## src/rtl/rob_multi.sv

```systemverilog
// Multi-commit reorder buffer: in-order allocate, out-of-order completion,
// in-order retirement of up to COMMIT_WIDTH entries per cycle, and branch flush.
//
// Ports:
//   clk, reset                 clock, synchronous active-high reset
//   alloc_valid/ready          dispatch handshake; alloc_tag is the tail slot
//   alloc_pd_new/pd_old/has_rd/pc  per-entry payload captured on accept
//   wb_valid/wb_tag            NUM_WB completion ports (packed tags)
//   br_valid/br_tag            branch resolution, also marks the branch done
//   br_mispredict/br_target_pc flush everything younger than br_tag
//   retire_valid/has_rd/pd_old thermometer retire slots, pregs to free
//   head, count, full, empty   occupancy status
//   mispredict/_tag/_pc        one-cycle flush pulse with recovery info
module rob_multi #(
    parameter int DEPTH        = 16,
    parameter int COMMIT_WIDTH = 2,
    parameter int NUM_WB       = 3,
    parameter int PREG_W       = 7,
    parameter int TAG_W        = $clog2(DEPTH)
) (
    input  logic                           clk,
    input  logic                           reset,
    input  logic                           alloc_valid,
    input  logic [PREG_W-1:0]              alloc_pd_new,
    input  logic [PREG_W-1:0]              alloc_pd_old,
    input  logic                           alloc_has_rd,
    input  logic [31:0]                    alloc_pc,
    output logic                           alloc_ready,
    output logic [TAG_W-1:0]               alloc_tag,
    input  logic [NUM_WB-1:0]              wb_valid,
    input  logic [NUM_WB*TAG_W-1:0]        wb_tag,
    input  logic                           br_valid,
    input  logic [TAG_W-1:0]               br_tag,
    input  logic                           br_mispredict,
    input  logic [31:0]                    br_target_pc,
    output logic [COMMIT_WIDTH-1:0]        retire_valid,
    output logic [COMMIT_WIDTH-1:0]        retire_has_rd,
    output logic [COMMIT_WIDTH*PREG_W-1:0] retire_pd_old,
    output logic [TAG_W-1:0]               head,
    output logic                           mispredict,
    output logic [TAG_W-1:0]               mispredict_tag,
    output logic [31:0]                    mispredict_pc,
    output logic [TAG_W:0]                 count,
    output logic                           full,
    output logic                           empty
);

    localparam int PTR_W = TAG_W + 1;

    // Control state
    logic [DEPTH-1:0]  valid_q, valid_d;
    logic [DEPTH-1:0]  done_q, done_d;
    logic [PTR_W-1:0]  head_q, head_d;
    logic [PTR_W-1:0]  tail_q, tail_d;
    logic              mispredict_q, mispredict_d;
    logic [TAG_W-1:0]  mis_tag_q, mis_tag_d;
    logic [31:0]       mis_pc_q, mis_pc_d;

    // Payload state, written only on allocation
    logic [DEPTH-1:0]  has_rd_q;
    logic [PREG_W-1:0] pd_new_q [DEPTH];
    logic [PREG_W-1:0] pd_old_q [DEPTH];
    logic [31:0]       pc_q     [DEPTH];

    logic [TAG_W-1:0]  head_idx;
    logic [TAG_W-1:0]  tail_idx;
    logic [PTR_W-1:0]  count_w;
    logic              full_w;
    logic              alloc_fire;
    logic              flush;
    logic [TAG_W-1:0]  br_age;
    logic [DEPTH-1:0]  young;
    logic [DEPTH-1:0]  wb_hit;
    logic [TAG_W-1:0]  ret_idx [COMMIT_WIDTH];
    logic [PTR_W-1:0]  n_ret;

    assign head_idx = head_q[TAG_W-1:0];
    assign tail_idx = tail_q[TAG_W-1:0];
    assign count_w  = tail_q - head_q;
    assign full_w   = (count_w == PTR_W'(DEPTH));

    assign alloc_ready = !full_w && !mispredict_q;
    assign alloc_tag   = tail_idx;
    assign head        = head_idx;
    assign count       = count_w;
    assign full        = full_w;
    assign empty       = (count_w == '0);

    assign mispredict     = mispredict_q;
    assign mispredict_tag = mis_tag_q;
    assign mispredict_pc  = mis_pc_q;

    // A mispredict on a slot that holds no live instruction is stale; ignore it.
    assign flush      = br_valid && br_mispredict && valid_q[br_tag];
    assign alloc_fire = alloc_valid && alloc_ready && !flush;

    // Age is the distance from head, so comparisons survive pointer wrap.
    assign br_age = br_tag - head_idx;

    for (genvar i = 0; i < DEPTH; i++) begin : g_age
        assign young[i] = (TAG_W'(i) - head_idx) > br_age;
    end

    for (genvar k = 0; k < COMMIT_WIDTH; k++) begin : g_ridx
        assign ret_idx[k] = head_idx + TAG_W'(k);
    end

    // Completion strobes, folded into one per-entry hit vector
    always_comb begin
        wb_hit = '0;
        for (int p = 0; p < NUM_WB; p++) begin
            if (wb_valid[p]) begin
                wb_hit[wb_tag[p*TAG_W +: TAG_W]] = 1'b1;
            end
        end
        if (br_valid) begin
            wb_hit[br_tag] = 1'b1;
        end
    end

    // Retire window: a chain that breaks at the first not-ready entry,
    // which makes retire_valid a thermometer code by construction.
    always_comb begin
        logic ok;
        ok            = 1'b1;
        n_ret         = '0;
        retire_valid  = '0;
        retire_has_rd = '0;
        retire_pd_old = '0;
        for (int k = 0; k < COMMIT_WIDTH; k++) begin
            ok = ok && valid_q[ret_idx[k]] && done_q[ret_idx[k]]
                 && (count_w > PTR_W'(k));
            retire_valid[k]  = ok;
            retire_has_rd[k] = ok && has_rd_q[ret_idx[k]];
            retire_pd_old[k*PREG_W +: PREG_W] = pd_old_q[ret_idx[k]];
            n_ret = n_ret + {{TAG_W{1'b0}}, ok};
        end
    end

    // Next-state for control
    always_comb begin
        logic [DEPTH-1:0] kill;
        kill    = {DEPTH{flush}} & young;
        valid_d = valid_q;
        done_d  = done_q | (wb_hit & valid_q & ~kill);

        for (int k = 0; k < COMMIT_WIDTH; k++) begin
            if (retire_valid[k]) begin
                valid_d[ret_idx[k]] = 1'b0;
                done_d[ret_idx[k]]  = 1'b0;
            end
        end

        valid_d = valid_d & ~kill;
        done_d  = done_d & ~kill;

        if (alloc_fire) begin
            valid_d[tail_idx] = 1'b1;
            done_d[tail_idx]  = 1'b0;
        end

        head_d = head_q + n_ret;
        tail_d = tail_q + (alloc_fire ? PTR_W'(1) : PTR_W'(0));
        // Rebuilding tail from head keeps the wrap bit consistent.
        if (flush) begin
            tail_d = head_q + {1'b0, br_age} + PTR_W'(1);
        end

        mispredict_d = flush;
        mis_tag_d    = flush ? br_tag : mis_tag_q;
        mis_pc_d     = flush ? br_target_pc : mis_pc_q;
    end

    always_ff @(posedge clk) begin
        if (reset) begin
            valid_q      <= '0;
            done_q       <= '0;
            head_q       <= '0;
            tail_q       <= '0;
            mispredict_q <= 1'b0;
            mis_tag_q    <= '0;
            mis_pc_q     <= '0;
        end else begin
            valid_q      <= valid_d;
            done_q       <= done_d;
            head_q       <= head_d;
            tail_q       <= tail_d;
            mispredict_q <= mispredict_d;
            mis_tag_q    <= mis_tag_d;
            mis_pc_q     <= mis_pc_d;
        end
    end

    always_ff @(posedge clk) begin
        if (alloc_fire) begin
            has_rd_q[tail_idx] <= alloc_has_rd;
            pd_new_q[tail_idx] <= alloc_pd_new;
            pd_old_q[tail_idx] <= alloc_pd_old;
            pc_q[tail_idx]     <= alloc_pc;
        end
    end

    // pd_new and pc are held for debug visibility; no output reads them.
    logic unused_payload;
    always_comb begin
        unused_payload = 1'b0;
        for (int i = 0; i < DEPTH; i++) begin
            unused_payload = unused_payload ^ (^{pd_new_q[i], pc_q[i]});
        end
    end

endmodule

```

## config.mk

```make
export PLATFORM = sky130hd
export DESIGN_NAME = rob_multi
export DESIGN_NICKNAME = d
export VERILOG_FILES = /design/src/rtl/rob_multi.sv
export SDC_FILE = /design/constraint.sdc
export NUM_CORES = 1
export LEC_CHECK = 0
export BUFFER_PORTS_ARGS = -buffer_cell sky130_fd_sc_hd__buf_2
export CAP_MARGIN = 5
export CORE_ASPECT_RATIO = 0.5
export CORE_MARGIN = 4
export CORE_UTILIZATION = 58
export DETAILED_ROUTE_END_ITERATION = 12
export HOLD_SLACK_MARGIN = 0.06
export PLACE_DENSITY_LB_ADDON = 0.15
export SLEW_MARGIN = 5
export SYNTH_ARGS = -nofsm -noshare
export SYNTH_HDL_FRONTEND = slang
export SYNTH_SLANG_ARGS = --single-unit
export TNS_END_PERCENT = 1
```

## constraint.sdc

```tcl
create_clock -name clk -period 4.7 [get_ports clk]
set_input_delay 0.235 -clock clk [delete_from_list [all_inputs] [get_ports clk]]
set_output_delay 0.235 -clock clk [all_outputs]
set_load 0.1 [all_outputs]
```

; After elaboration in Yosys (flattened, before gate mapping)
; Memory sizes are Yosys's and may differ from the RTL's. A register that Yosys moved wholly into a read port is not among the register bits.
; Cells that the tools add are included.
[totals]
regBits = 95
input_bits = 103
out_inout_bits = 71
mem_bits_rw = 112
mem_count = 1
[mem_list]
columns = memory, depth, width, rd, rd_ports_with_merged_regs, wr, line_no
row1 = pd_old_q, 16, 7, 2, 1, 1, 62  ; logic [PREG_W-1:0] pd_old_q [DEPTH];
[classes]
n_bitwise = 19
n_eq_ne = 1
magnitude_cmp = 32
add_sub_neg = 24
n_reduce_logical = 23
n_mux = 44
[ops]
columns = cell, count
row1 = AND 16 bit, 10
row2 = 2-to-1 mux 16 bit, 10
row3 = OR 16 bit, 5
row4 = > comparator 4 bit, 16
row5 = NOT 16 bit, 4
row6 = < comparator 4 x 5 -> 1 bit (second input constant), 7
row7 = subtractor 4 bit (first input constant), 8
row8 = binary-select mux 1 bit (select 4 bit), 7
row9 = demux 1 bit (select 4 bit), 7
row10 = >= comparator 4 x 1 -> 1 bit (second input constant), 7
row11 = logical AND 1 bit, 19
row12 = 2-to-1 mux 1 bit, 17
row13 = bitwise mux 16 bit, 1
row14 = subtractor 3 x 4 -> 4 bit (first input constant), 4
row15 = > comparator 5 x 1 -> 1 bit (second input constant), 2
row16 = subtractor 1 x 4 -> 4 bit (first input constant), 2
row17 = subtractor 2 x 4 -> 4 bit (first input constant), 2
row18 = adder 5 x 1 -> 5 bit, 1
row19 = adder 5 x 1 -> 5 bit (second input constant), 1
row20 = adder 5 x 2 -> 5 bit, 1
row21 = adder 5 x 4 -> 5 bit, 1
row22 = == test 5 bit (second input constant), 1
row23 = logical NOT 5 bit, 1
row24 = 2-to-1 mux 5 bit, 1
row25 = 6 further kinds, 8

; Logic depth before layout (Yosys ltp)
[logic_depth]
depth_word = 21
depth_mapped = 18
depth_no_buf = 16

; Worst setup path before layout
; Ideal clock, no wire load.
[synth_path]
path_kind = register to register
start = reg head_q[2]
end = reg has_rd_q[5], enable pin
slack_ps = -1557
required_ps = 4317
arrival_ps = 5874
path_buffers = 2
path_stages_with_launch = 11
setup_time_ps = 383
cell_sequence = dfxtp_1 > inv_1 > buf_1 > ha_1 > xnor2_1 > a211o_1 > o31ai_2 > a31oi_2 > nand3_4 > buf_6 > nor3_1
[synth_between]
elab_chain_cells = 6
[synth_lines]
columns = element, line_no
row1 = from (decl), 53  ; logic [PTR_W-1:0] head_q, head_d;
row2 = from (signal assigned), 178  ; head_q <= '0;
row3 = from (signal assigned), 186  ; head_q <= head_d;
row4 = subtractor 5 bit, 79  ; assign count_w = tail_q - head_q;
row5 = via count[2], 43  ; output logic [TAG_W:0] count,
row6 = == test 5 bit, 80  ; assign full_w = (count_w == PTR_W'(DEPTH));
row7 = logical NOT 1 bit, 82  ; assign alloc_ready = !full_w && !mispredict_q;
row8 = logical AND 1 bit, 82
row9 = via alloc_ready, 28  ; output logic alloc_ready,
row10 = logical AND 1 bit (2 in a row), 95  ; assign alloc_fire = alloc_valid && alloc_ready && !flush;
row11 = "to (signal, indexed assignment)", 196  ; has_rd_q[tail_idx] <= alloc_has_rd;
row12 = to (decl), 60  ; logic [DEPTH-1:0] has_rd_q;
; The timed path passes the listed nets, and every way through them passes these cells.
; A chain may end at the register's enable or synchronous reset.

; Final worst setup path
[layout_path]
start = reg head_q[1]
end = out retire_pd_old[12]
[layout_between]
elab_chain_cells = 2
[layout_lines]
columns = element, line_no
row1 = adder 4 x 1 -> 4 bit, 105  ; assign ret_idx[k] = head_idx + TAG_W'(k);
row2 = memory (16 x 7 bit), n/a
row3 = to (decl), 38  ; output logic [COMMIT_WIDTH*PREG_W-1:0] retire_pd_old,
; No other way between the ends.

==> run metrics <==
CTS root buf clkbuf_16; max_slew headroom 32.4%; actual slew at the worst max-slew pin 1.01 ns; pwr/cell area 335 nW/um2; max cap viols 0; buffer depth of the longest clock path 3; die width 209 um; startpoint types register; Fin. Hold Viols 0; Setup violations, final 0; Seq/Total Area, Yosys 46.1%; most frequent cells in the layout buf_2 (134), edfxtp_1 (128), nand2_1 (120); Remaining Overflow, GRT 0; largest net degree at the start of global routing 66; input/output buffers 134; Peak supply drop 0.219 mV; Starting Density 59.8%; number of global-route vias before repair 9,195; Reg-to-Reg End done_q[12]$_SDFF_PP0_; CTS resizes 0; Filler Cells Inserted 1,412; syn nets 1,150; Crit path max-delay family buffers and inverters; clk sinks 207; # nets final 1,300; register clock-pin slew on the reported worst setup and hold paths 0.06 ns; Post-synth EDFFs 128; Core Area 19,700 um2; Ports 174; Max Clk Rate 243 MHz; drt wl/cell 24.2 um; initial antenna violation count 0; DP Wirelength 22,500 um; Unique masters post-synth 77; Syn Inst Count 999; Main synth FF type edfxtp_1; fin util 70.0%; depth of the CTS H-tree 1; fin worst setup slack 0.588 ns; Worst Path Max Fanout 32; worst min-delay path startpoint br_tag[0]; CTS Buf Count 20; skew final 0.0132 ns; ANT nets after route 0; #FFs+latches synth 207; Leakage 5.00 nW; non-filler cells, final 1,429; Routed WL 34,600 um; first-pass GRT wire length 53,100 um; Layout area overhead 17.1%; slowest cell on the critical path ha_2; vias post-DR 9,462; DRT Pass-1 Iters 5; Setup TNS Final 0 ns; Clock Latency Late Sink 0.50 ns; Crit path required time 4.47 ns; Final Max Slew Viols 0; leading cell type in the layout, fill and taps excluded buf_2; status finished clean; launching point of the worst reg2reg path head_q[1]$_SDFF_PP0_; HP Class in -> reg; 1st-iter DRT viols 1,096; Crit. End Element output pin; reg-to-reg slack, setup 0.80 ns; Residual DRC 0; final worst path period share 87.5%; ys async rst share 0%; CTS tree yes; biggest cell delay along the critical path 0.60 ns; Worst Hold Endpoint mispredict_tag[0]$_SDFFE_PP0P_; Placed Cells 1,361; die height 109 um; Antenna Cells 0; R2R depth 13; most numerous cell on the critical path mux4_2; die area 22,800 um2; routability cong. 0.953; ratio of cells with drive above 1 in the final layout 26.9%; GRT Util Overall 30.0%; fin crit period 4.11 ns; Avg Cell Area, Syn 11.8 um2; vias per cell 6.62; RSZ-0062 raised after global routing no; arrival time worst endpoint 3.88 ns; Post-Place Worst Slack 0.761 ns; critical path class reg -> out; cell area after synthesis 11,800 um2; hold depth 3; crit path cell chain inv_1 -> ha_2 -> buf_4 -> mux4_2 -> mux4_2 -> buf_2; Syn. warnings 0; WP buf/inv 3; row count 36
==> metrics by stage <==
| stage | cell area, um2 | hold slack, ns | total power [mW] |
|---|---|---|---|
| finish | 13800 | 0.0803 | 4.61 |
| global route | 13800 | 0.104 | 4.76 |
| CTS | 13800 | 0.0816 | 4.62 |
| detailed placement | 12700 | 0.444 | 2.86 |
| global placement | 12700 | 0.436 | 2.84 |
| floorplan | 11800 | 0.334 | 2.67 |
==> per-layer routing <==
metal | vias to the layer above | GRT usage [%] | wire length [um]
li1 | 4153 | - | -
met3 | 61 | 5.40 | 3250
met5 | - | 0 | 0
met2 | 539 | 50.5 | 16400
met1 | 4709 | 41.7 | 14200
met4 | 0 | 6.24 | 739
==> worst max path at each step <==
stage | from | end | cells past startpoint
final | head_q[1]$_SDFF_PP0_ | retire_pd_old[12] | 6
after detailed placement | br_tag[0] | done_q[0]$_SDFF_PP0_ | 14
after global placement | br_tag[0] | done_q[0]$_SDFF_PP0_ | 14
after floorplan | head_q[2]$_SDFF_PP0_ | has_rd_q[5]$_DFFE_PP_ | 10
after global routing | head_q[1]$_SDFF_PP0_ | retire_pd_old[11] | 6
after CTS | head_q[1]$_SDFF_PP0_ | retire_pd_old[11] | 6
==> where the power goes <==
| part | switching, mW | internal (mW) | total (mW) | leakage (nW) |
|---|---|---|---|---|
| Combinational | 0.624 | 0.226 | 0.850 | 2.85 |
| Sequential | 0.0318 | 1.97 | 2.00 | 1.80 |
| Clock | 0.708 | 1.05 | 1.76 | 0.352 |
| Total | 1.36 | 3.25 | 4.61 | 5.00 |
==> synthesized netlist by cell type (all sizes together) (9+ instances only) <==
| cell type | number | area (um2) |
|---|---|---|
| a211oi | 10 | 75.1 |
| a21oi | 64 | 320 |
| a31oi | 10 | 68.8 |
| buf | 40 | 215 |
| clkbuf | 29 | 109 |
| dfxtp | 79 | 1580 |
| edfxtp | 128 | 3840 |
| ha | 44 | 551 |
| inv | 39 | 146 |
| mux4 | 83 | 1870 |
| nand2 | 120 | 450 |
| nand2b | 20 | 125 |
| nand3 | 32 | 173 |
| nand3b | 12 | 90.1 |
| nor2 | 33 | 131 |
| nor3 | 36 | 229 |
| nor4 | 10 | 103 |
| o211ai | 9 | 67.6 |
| o21ai | 22 | 110 |
| o22ai | 22 | 138 |
| xnor2 | 18 | 165 |
==> worst reg2reg max path, delay by kind of cell (launching register included) <==
family | cells | cell delay, ns
xor+xnor | 2 | 0.72
simple gates | 2 | 0.28
buf+inv | 2 | 0.44
compound gates | 5 | 1.19
fa+ha+maj | 2 | 0.68
flops | 1 | 0.52
==> repair_timing <==
item,4_1_cts,5_1_grt
hold endpoints to repair,32,0
hold buffers,32,0
buffers inserted,0,0
==> cell families (layout without fill, tap and decap cells) <==
family                     after synthesis  count (layout)  share of synthesized area, %
DFF                                    207             207                          46.1
muxes                                   93              93                          16.8
xor gates and xnor gates                24              24                          1.85
and+or+nand+nor                        313             313                          14.2
buffers and inverters                  109             273                          4.03
adders and majority gates               49              49                          5.44
AOI/OAI and AO/OA                      204             204                          11.7
==> sequential cells by signal, indices dropped and copies added, names as in the netlist <==
name / count
tail_q: 5
has_rd_q: 16
done_q: 16
mispredict: 1
valid_q: 16
mispredict_tag: 4
head_q: 5
mispredict_pc: 32
pd_old_q: 112
==> layout make-up <==
type	count	area, um2	share of cell area (%)
flip-flops and latches	207	5430	39.4
repair buffers	197	1220	8.88
multi-input cells	683	5930	43.0
clock inverters	12	171	1.24
clock buffers	24	546	3.96
inverters	40	150	1.09
well taps	266	333	2.41
(Power assumes the default switching activity.)
